**src/rtl/alu_ctrl_pkg.sv**
```systemverilog
// Shared definitions for the ALU accumulator controller: FSM states,
// the passthrough key code and the default undo history depth.
package alu_ctrl_pkg;

  typedef enum logic [1:0] {
    S_IDLE     = 2'd0,
    S_SETTLE   = 2'd1,
    S_WAIT_REL = 2'd2
  } state_t;

  // Active-low key code that makes the ALU pass the register straight through
  localparam logic [2:0] OP_PASS = 3'b000;

  localparam int HIST_DEPTH_DEFAULT = 4;

endpackage

```
**src/rtl/button_sync.sv**
```systemverilog
// Two-flop synchronizer for an active-low push button plus a one-cycle
// pulse on its press (falling) edge; everything resets to "released".
module button_sync (
  input  logic clock,
  input  logic resetn,
  input  logic btn_n,
  output logic held,
  output logic press
);

  logic sync1;
  logic sync2;
  logic last;

  // The third flop remembers the previous synchronized level for edge detection
  always_ff @(posedge clock or negedge resetn) begin
    if (!resetn) begin
      sync1 <= 1'b1;
      sync2 <= 1'b1;
      last  <= 1'b1;
    end else begin
      sync1 <= btn_n;
      sync2 <= sync1;
      last  <= sync2;
    end
  end

  assign held  = ~sync2;
  assign press = last & ~sync2;

endmodule

```
**src/rtl/alu_accumulator_ctrl.sv**
```systemverilog
// Sequencer for the lab ALU: latches the requested function on a load press,
// captures the ALU result into the register and keeps an undo history.
module alu_accumulator_ctrl
  import alu_ctrl_pkg::*;
#(
  parameter int HIST_DEPTH = HIST_DEPTH_DEFAULT,
  parameter int DATA_W     = 8
) (
  input  logic              clock,
  input  logic              resetn,
  input  logic [2:0]        func_n,
  input  logic              load_n,
  input  logic              undo_n,
  input  logic [DATA_W-1:0] alu_out,
  output logic [2:0]        key_out,
  output logic [DATA_W-1:0] register,
  output logic              busy,
  output logic [2:0]        hist_count
);

  localparam int PW = (HIST_DEPTH > 1) ? $clog2(HIST_DEPTH) : 1;
  localparam logic [2:0] FULL = 3'(HIST_DEPTH);

  state_t state;
  state_t next_state;

  logic load_held;
  logic load_press;
  logic undo_held;
  logic undo_press;

  logic latch_key;
  logic push;
  logic pop;

  logic [DATA_W-1:0] mem [HIST_DEPTH];
  logic [PW-1:0]     wp;
  logic [PW-1:0]     wp_prev;
  logic [2:0]        count;

  button_sync u_load_sync (
    .clock  (clock),
    .resetn (resetn),
    .btn_n  (load_n),
    .held   (load_held),
    .press  (load_press)
  );

  button_sync u_undo_sync (
    .clock  (clock),
    .resetn (resetn),
    .btn_n  (undo_n),
    .held   (undo_held),
    .press  (undo_press)
  );

  always_ff @(posedge clock or negedge resetn) begin
    if (!resetn) state <= S_IDLE;
    else         state <= next_state;
  end

  // Undo is only honoured in IDLE and only when no load arrives the same cycle
  always_comb begin
    next_state = state;
    latch_key  = 1'b0;
    push       = 1'b0;
    pop        = 1'b0;
    case (state)
      S_IDLE: begin
        if (load_press) begin
          latch_key  = 1'b1;
          next_state = S_SETTLE;
        end else if (undo_press && undo_held && (count != 3'd0)) begin
          pop = 1'b1;
        end
      end
      S_SETTLE: begin
        push       = 1'b1;
        next_state = S_WAIT_REL;
      end
      S_WAIT_REL: begin
        if (!load_held) next_state = S_IDLE;
      end
      default: next_state = S_IDLE;
    endcase
  end

  assign wp_prev = wp - PW'(1);

  // When full, wp points at the oldest entry, so a push overwrites it
  always_ff @(posedge clock or negedge resetn) begin
    if (!resetn) begin
      key_out  <= OP_PASS;
      register <= '0;
      wp       <= '0;
      count    <= 3'd0;
    end else begin
      if (latch_key) key_out <= func_n;
      if (push) begin
        register <= alu_out;
        wp       <= wp + PW'(1);
        if (count != FULL) count <= count + 3'd1;
      end else if (pop) begin
        register <= mem[wp_prev];
        wp       <= wp_prev;
        count    <= count - 3'd1;
      end
    end
  end

  always_ff @(posedge clock) begin
    if (push) mem[wp] <= register;
  end

  assign busy       = (state != S_IDLE);
  assign hist_count = count;

endmodule

```
**config.mk**
```make
export PLATFORM = sky130hd
export DESIGN_NAME = alu_accumulator_ctrl
export DESIGN_NICKNAME = d
export VERILOG_FILES = /design/src/rtl/alu_ctrl_pkg.sv /design/src/rtl/button_sync.sv /design/src/rtl/alu_accumulator_ctrl.sv
export SDC_FILE = /design/constraint.sdc
export NUM_CORES = 1
export LEC_CHECK = 0
export ABC_AREA = 1
export BUFFER_PORTS_ARGS = -buffer_cell sky130_fd_sc_hd__clkbuf_2
export CORE_MARGIN = 1.5
export CORE_UTILIZATION = 39
export CTS_BUF_LIST = sky130_fd_sc_hd__clkbuf_4 sky130_fd_sc_hd__clkbuf_8
export CTS_CLUSTER_SIZE = 24
export DETAILED_ROUTE_END_ITERATION = 12
export SLEW_MARGIN = 15
export SYNTH_ARGS = -nofsm -noshare
export SYNTH_HDL_FRONTEND = slang
export SYNTH_HIERARCHICAL = 1
export SYNTH_SLANG_ARGS = --single-unit
```
**constraint.sdc**
```tcl
create_clock -name clock -period 1.8 [get_ports clock]
set_input_delay 0.18 -clock clock [delete_from_list [all_inputs] [get_ports clock]]
set_output_delay 0.18 -clock clock [all_outputs]
set_load 0.01 [all_outputs]
```
# Word-level counts from Yosys, hierarchy flattened
# Memories as Yosys holds them, arrays and structs flattened.
# Index checks and enable logic that the tools add are counted.
dict set report word_totals {
  reg_bits 24
  latchBits 0
  ramBits 32
  romBits 0
  inputBits 15
  output_inout_bits 15
  word_cells 52
  memories 1
}
dict set report op_classes {
  add_sub_neg 4
  n_mul 0
  div 0
  order_cmp 0
  n_eq_ne 6
  shift 0
  n_mux 18
  n_bitwise 4
  n_reduce_logical 8
}
# name words width rd rd_clocked_by_memory_dff write_ports line
set memory_table {}
lappend memory_table {mem 4 8 1 0 1 alu_accumulator_ctrl.sv:36} ;# logic [DATA_W-1:0] mem [HIST_DEPTH];
# operator count
set ops {}
lappend ops {{8-bit 2-to-1 mux} 2}
lappend ops {{3-bit 2-to-1 mux} 3}
lappend ops {{1-bit 2-to-1 mux} 8}
lappend ops {{2-bit 2-to-1 mux} 4}
lappend ops {{2-bit one-hot mux with 3 select lines} 1}
lappend ops {{2-bit by 1-bit != test with 1-bit output (second input constant)} 2}
lappend ops {{2-bit AND reduction} 2}
lappend ops {{2-bit nonzero test} 2}
lappend ops {{3-bit by 1-bit adder with 3-bit output (second input constant)} 1}
lappend ops {{3-bit != test (second input constant)} 1}
lappend ops {{3-bit nonzero test} 1}
lappend ops {{3-bit by 1-bit subtractor with 3-bit output (second input constant)} 1}
lappend ops {{2-bit by 1-bit adder with 2-bit output (second input constant)} 1}
lappend ops {{1-bit AND} 2}
lappend ops {{2-bit by 1-bit equality test with 1-bit output (second input constant)} 1}
lappend ops {{2-bit equality test (second input constant)} 1}
lappend ops {{1-bit logical AND} 2}
lappend ops {{2-bit zero test} 1}
lappend ops {{2-bit != test (second input constant)} 1}
lappend ops {{1-bit NOT} 2}
lappend ops {{2-bit by 1-bit subtractor with 2-bit output (second input constant)} 1}

# Logic depth before layout (Yosys ltp)
# Gate-level depths: netlist of the first run.
dict set report logic_depth {
  depth_word 9
  depth_mapped 11
  depth_no_buf 8
}

# Modules after synthesis
# Netlist of the first run, hierarchy kept.
# module instances cells_per_inst area_per_inst_um2 seq_area_each_um2
set modules_own_cells {}
lappend modules_own_cells {alu_accumulator_ctrl 1 222 2210.9 1411.4}
lappend modules_own_cells {button_sync 2 6 92.6 78.8}

# Worst setup path after synthesis of the first run
# OpenSTA, ideal clock, no wires.
dict set report synth_path {
  path_type {flip-flop to flip-flop}
  from {register wp[0]}
  to {memory mem[2][0], enable pin}
  setup_ps 371
  arrival_time_ps 1299
  t_required_ps 1429
  slack_ps 130
  path_stages_with_launch 7
  n_path_buf 2
  synth_period_minus_slack_ps 1670
  cell_sequence {dfrtp_1 buf_4 inv_4 buf_6 ha_1 inv_1 nor2_1}
}
# element line
set synth_lines {}
lappend synth_lines {{from (decl)} alu_accumulator_ctrl.sv:37} ;# logic [PW-1:0] wp;
lappend synth_lines {{from (signal assigned)} alu_accumulator_ctrl.sv:101} ;# wp <= wp + PW'(1);
lappend synth_lines {{from (signal assigned)} alu_accumulator_ctrl.sv:105} ;# wp <= wp_prev;
lappend synth_lines {{to (decl)} alu_accumulator_ctrl.sv:36}
# Straight into the memory's write port.

# Worst setup path in the final report of the first run
dict set report layout_path {
  from {register u_undo_sync.last}
  to {register wp[1]}
}
dict set report layout_via {
  elab_chain_cells 7
}
# element line
set layout_lines {}
lappend layout_lines {{from (decl)} button_sync.sv:13} ;# logic last;
lappend layout_lines {{from (signal assigned)} button_sync.sv:24} ;# last <= sync2;
lappend layout_lines {{1-bit AND} button_sync.sv:29} ;# assign press = last & ~sync2;
lappend layout_lines {{via undo_press} alu_accumulator_ctrl.sv:30} ;# logic undo_press;
lappend layout_lines {{1-bit logical AND (2 in a row)} alu_accumulator_ctrl.sv:73} ;# end else if (undo_press && undo_held && (count != 3'd0)) begin
lappend layout_lines {{1-bit 2-to-1 mux} alu_accumulator_ctrl.sv:73}
lappend layout_lines {{1-bit 2-to-1 mux} alu_accumulator_ctrl.sv:70} ;# if (load_press) begin
lappend layout_lines {{1-bit 2-to-1 mux} alu_accumulator_ctrl.sv:68} ;# case (state)
lappend layout_lines {{2-bit nonzero test (no source line)} n/a}
# The timed path passes the listed nets, and every way through them passes these cells.
# A chain may end at the register's enable or synchronous reset.

==> run metrics, run 1 <==
die width=81.4 um; DR iter-0 viols=129; Commonest cells post-synth=nand2_1 (89), nand3_1 (39), edfxtp_1 (32), dfrtp_1 (18), inv_1 (16); CP required=2.04 ns; clock tree from TritonCTS=built; CTS Root Cell=clkbuf_8; CTS sink cnt=56; outcome=complete, no violations; Max VDD drop=0.689 mV; Pint=2660 uW; Comb pwr share=34.8%; DIE HEIGHT=81.4 um; sequential element share of the synthesized area=65.5%; drt pass-1 iters=4; crit-path cells=inv_1, nor2_2, nand2_1, nor2_1, nand3_2, nand2_4, o21ai_1, nand2_1; DR vias=1691; pin count of the biggest net entering global routing=25; CTS Buffer Depth=2; PD cells=1480 nW/um^2; gr usage total=16.2%; most frequent cell after synthesis=nand2_1; Min Clock Period, post-route=1.61 ns; synth unique cells=19; Warnings, synthesis=6; Hold Crit Class=input pin to flop; most frequent CP cell=nand2_1; worst slew pin tran=0.603 ns; remaining global-route overflow=0; share of layout cells above drive strength 1=22.6%; Flop pwr share=45.8%; I/O pins=30; Nets=298; Syn Std Cell Area=2400 sq um; CP Class=flop to flop; first-pass GRT wire length=7880 um; slew margin rel.=59.8%; Hold Vio Cnt, Final=0; routed len/inst=13.6 um; final-report setup violation count=0; Crit path largest cell delay=0.53 ns; row count=28; max capacitance violation total=0; H-tree depth=2; final wirelength=4830 um; placed cell area=2670 sq um; Cells after Synth=234; Top FF cell, synth=edfxtp_1; number of synthesized flops with an enable pin=32; total die area=6620 sq um; Slew Limit Fails=0; share of the synthesized area in the top cell type=40.1%; P_sw=1520 uW; GP Congestion=0.791; P&R area growth vs syn=17.7%; Startpoint Class=flop; RSZ-0062 raised after global routing=no; Vias/cell=4.78; # diodes=0; post-synthesis sequential element count=56; fmax=620 MHz; maximum fanout along the worst path=14; initial core utilization=40.5%; CP endpoint kind=flop; post-route ant nets=0; top post-synthesis cells by area=edfxtp_1 (40%), dfrtp_1 (19%), nand2_1 (14%); Worst-Skew Late Latency=0.30 ns; # DRC=0; clk_skew=0.00779 ns; CTS clk-pin slew, worst paths=0.10 ns; initial antenna violation count=0; I/O Buffers=29; asr flop ratio synth=42.9%; Core ar.=5920 sq um; Post-DP HPWL=3240 um; design area=2820 sq um; # Post-CTS Setup Buffers=0; Net Sw Frac=36.3%; CTS Buf Count=5; dominant cell type by area after synthesis=edfxtp_1; Mapped Nets=254; clock share of power=19.4%; vias in the first global route=1669; critical path arrival=1.86 ns; Final period util=89.6%; Final TNS setup=0 ns; Syn Area/Cell=10.2 sq um; Critical-path top delay cell=dfstp_2; leakage=0.00131 uW
## power by group through the flow
stage / logic [uW] / clock network (uW) / registers, uW
floorplan: 973 / 0 / 1950
global placement: 1440 / 0 / 1940
detailed placement: 1460 / 0 / 1950
CTS: 1480 / 835 / 1920
global route: 1680 / 886 / 1960
finish: 1460 / 810 / 1920
## critical path: cells and delay by family (launching register included)
family / cells / cell delay, ns
AND/OR/NAND/NOR: 6 / 0.90
buffers and inverters: 1 / 0.04
flip-flops: 1 / 0.53
AO/OA/AOI/OAI: 1 / 0.10
## worst paths after layout
path                                   start                end  slack (ns)  cells after the start
max                         u_undo_sync/last              wp[1]        0.19                      8
min                                func_n[1]         key_out[1]        0.06                      3
max reg2reg                 u_undo_sync/last              wp[1]        0.19                      8
min reg2reg                u_undo_sync/sync1  u_undo_sync/sync2        0.36                      0
max in group asynchronous             resetn        register[6]        1.01                      2
min in group asynchronous             resetn        register[1]        0.40                      2
## routing by layer
layer  GRT usage (%)  routed length, um  vias up
met4            4.66                 69        0
met3            3.82                169        7
met5               0                  0        -
li1                -                  -      845
met1            21.2               2240      809
met2            26.6               2350       30
## registers in the layout, indices dropped and copies added (netlist names)
name / flops
key_out: 3
u_undo_sync/last: 1
register: 8
u_undo_sync/sync1: 1
hist_count: 3
u_load_sync/last: 1
state: 2
u_undo_sync/sync2: 1
u_load_sync/sync1: 1
u_load_sync/sync2: 1
mem: 32
wp: 2
## layout make-up
| cell class | count | area, sq um |
|---|---|---|
| clock inverter | 3 | 42.5 |
| timing repair buffer | 45 | 273 |
| multi-input combinational | 152 | 703 |
| tap | 75 | 93.8 |
| inverter | 18 | 70.1 |
| fill | 561 | 3100 |
| sequential | 56 | 1570 |
| clock buffer | 5 | 68.8 |
## cell usage in the layout (no fill, tap or decap), types with 2 or more instances in the layout
cell            n
buf_4          13
clkbuf_2       29
clkbuf_8        5
clkinv_1        2
dfrtp_1        18
dfstp_2         6
dlygate4sd3_1   3
edfxtp_1       32
ha_1            4
inv_1          16
nand2_1        89
nand2_2         3
nand3_1        39
nor2_1          9
nor2_2          2
o21ai_1         2
## kinds of logic after synthesis
family                   after synthesis  share of synthesized area (%)
AO/OA/AOI/OAI                          2                          0.418
AND/OR/NAND/NOR                      145                           25.8
buffers and inverters                 26                           5.38
flip-flops                            56                           65.5
adder cells (fa/ha/maj)                5                           2.92
## what timing repair did
action                                 4_1_cts  5_1_grt
endpoints found under the hold margin       20        0
resized for setup                            0        1
hold buffers                                 3        0
setup endpoints to repair                    0        2
## metrics by stage
step	std cells	power, uW	setup WS, ns	utilization (%)	hold WS, ns
after floorplan	234	2920	0.130	-	-0.116
after global placement	343	3390	0.133	45.2	0.234
after detailed placement	343	3410	0.121	45.2	0.227
after CTS	354	4230	0.0969	47.5	0.0591
after global routing	354	4530	0.0474	47.6	0.0546
final	354	4180	0.187	47.6	0.0641
Note: power is estimated with default switching activity, not from simulation.
==> run 2, diff against run 1 <==
REMOVE_ABC_BUFFERS = 1   (was not set)
==> run metrics, run 2 (synthesis results as in run 1) <==
Hold Vio Cnt, Final=0 (unchanged); Fill cells=581 (was 561); maximum fanout along the worst path=9 (was 14); cells resized by post-CTS repair=0 (unchanged); Vias/cell=4.75 (was 4.78); GR Util met1=21.2% (about the same); clock tree from TritonCTS=built (unchanged); Worst-Skew Late Latency=0.30 ns (about the same); CP endpoint kind=flop (unchanged); CTS clk-pin slew, worst paths=0.10 ns (about the same); pre-CTS WS=0.213 ns (was 0.121 ns); # diodes=0 (unchanged); Nets=300 (was 298); Worst Slack Setup Final=0.205 ns (was 0.187 ns); I/O pins=30 (unchanged); max reg flops=32 (unchanged); P&R area growth vs syn=17.4% (was 17.7%); met2 Use GR=27.1% (was 26.6%); leakage=0.00131 uW (about the same); max capacitance violation total=0 (unchanged); post-route ant nets=0 (unchanged); worst slew pin tran=0.634 ns (was 0.603 ns); dpl cells=345 (was 343); CP Class=flop to flop (unchanged); Slew Limit Fails=0 (unchanged); I/O Buffers=29 (unchanged); Final period util=88.6% (was 89.6%); vias in the first global route=1645 (was 1669); DIE HEIGHT=81.4 um (unchanged); first-pass GRT wire length=7950 um (was 7880 um); remaining global-route overflow=0 (unchanged); CTS Buffer Depth=2 (unchanged); DR vias=1690 (was 1691); GP Congestion=0.811 (was 0.791); Max VDD drop=0.587 mV (was 0.689 mV); Hold Crit Class=input pin to flop (unchanged); PD cells=1460 nW/um^2 (was 1480 nW/um^2); clk_skew=0.0141 ns (was 0.00779 ns); most frequent cells in the layout=nand2_1 (89), nand3_1 (39), edfxtp_1 (32), clkbuf_2 (29), dfrtp_1 (18) (unchanged); CTS Buf Count=5 (unchanged); die width=81.4 um (unchanged); CP required=2.05 ns (was 2.04 ns); DR iter-0 viols=118 (was 129); critical path arrival=1.84 ns (was 1.86 ns); final std cells w/o fill=356 (was 354); initial antenna violation count=0 (unchanged); Min Clock Period, post-route=1.59 ns (was 1.61 ns); Core ar.=5920 sq um (unchanged); final-report setup violation count=0 (unchanged); CTS sink cnt=56 (unchanged); Power, Total=4100 uW (was 4180 uW); total die area=6620 sq um (unchanged); RSZ-0062 raised after global routing=no (unchanged); slew margin rel.=57.7% (was 59.8%); row count=28 (unchanged); gr usage total=16.3% (was 16.2%); Post-DP HPWL=3330 um (was 3240 um); outcome=complete, no violations (unchanged); M3 GR Usage=3.82% (unchanged); leading cell type in the layout, fill and taps excluded=nand2_1 (unchanged); H-tree depth=2 (unchanged); # DRC=0 (unchanged); routed len/inst=13.9 um (was 13.6 um); share of layout cells above drive strength 1=23.1% (was 22.6%); Startpoint Class=flop (unchanged); CTS Root Cell=clkbuf_8 (unchanged); fmax=627 MHz (was 620 MHz); initial core utilization=40.5% (unchanged); GR peak layer=met2 (unchanged); Reg with most FFs=mem (unchanged); pin count of the biggest net entering global routing=25 (unchanged); Core Util, Final=47.5% (was 47.6%); drt pass-1 iters=4 (unchanged); final wirelength=4940 um (was 4830 um); biggest regs=mem (32), register (8) (unchanged)
[run 2: final cells by class]
class	count	area [sq um]	area share, %
Sequential cell	56	1570	55.8
Multi-Input combinational cell	152	698	24.8
Timing Repair Buffer	47	288	10.2
Tap cell	75	93.8	3.34
Clock buffer	7	90.1	3.20
Inverter	18	70.1	2.49
Clock inverter	1	3.75	0.133
[run 2: power by group]
group,leakage [uW],switching [uW],total [uW],internal [uW]
sequential,0.000578,233,1920,1690
combinational,0.000685,918,1480,561
clock,0.0000493,370,694,324
total,0.00131,1520,4100,2580
[run 2: per-layer routing]
metal / up-vias / wire length [um]
li1: 853 / -
met1: 797 / 2290
met2: 35 / 2420
met3: 5 / 186
met4: 0 / 42
met5: - / 0
[run 2: worst paths after layout]
check                                  start           endpoint  slack (ns)  depth (start not counted)
max                                    wp[1]        register[1]        0.21                          8
min                                func_n[2]         key_out[2]        0.07                          3
max reg2reg                            wp[1]        register[1]        0.21                          8
min reg2reg                u_undo_sync/sync1  u_undo_sync/sync2        0.36                          0
max in group asynchronous             resetn        register[6]        0.95                          2
min in group asynchronous             resetn      hist_count[0]        0.43                          2
[run 2: what timing repair did]
| action | in CTS | in global routing |
|---|---|---|
| endpoints found under the hold margin | 20 | 0 |
| hold buffers | 3 | 0 |
| setup buffers | 0 | 0 |
[run 2: per-stage QoR]
step | cell area, sq um | TNS (ns) | hold WS (ns)
6_report | 2810 | 0 | 0.0687
3_5_place_dp | 2690 | 0 | 0.235
4_1_cts | 2810 | 0 | 0.0600
3_3_place_gp | 2690 | 0 | 0.236
2_1_floorplan | 2340 | -0.441 | -0.116
5_1_grt | 2810 | 0 | 0.0719
[run 2: worst max-delay path, cell delays in order (launching register included)]
cell	delay, ns
dfrtp_1	0.41
inv_1	0.09
ha_1	0.30
clkinv_1	0.27
nand3_1	0.20
nand3_1	0.09
nand2_1	0.08
nand2_1	0.05
nand2_1	0.07
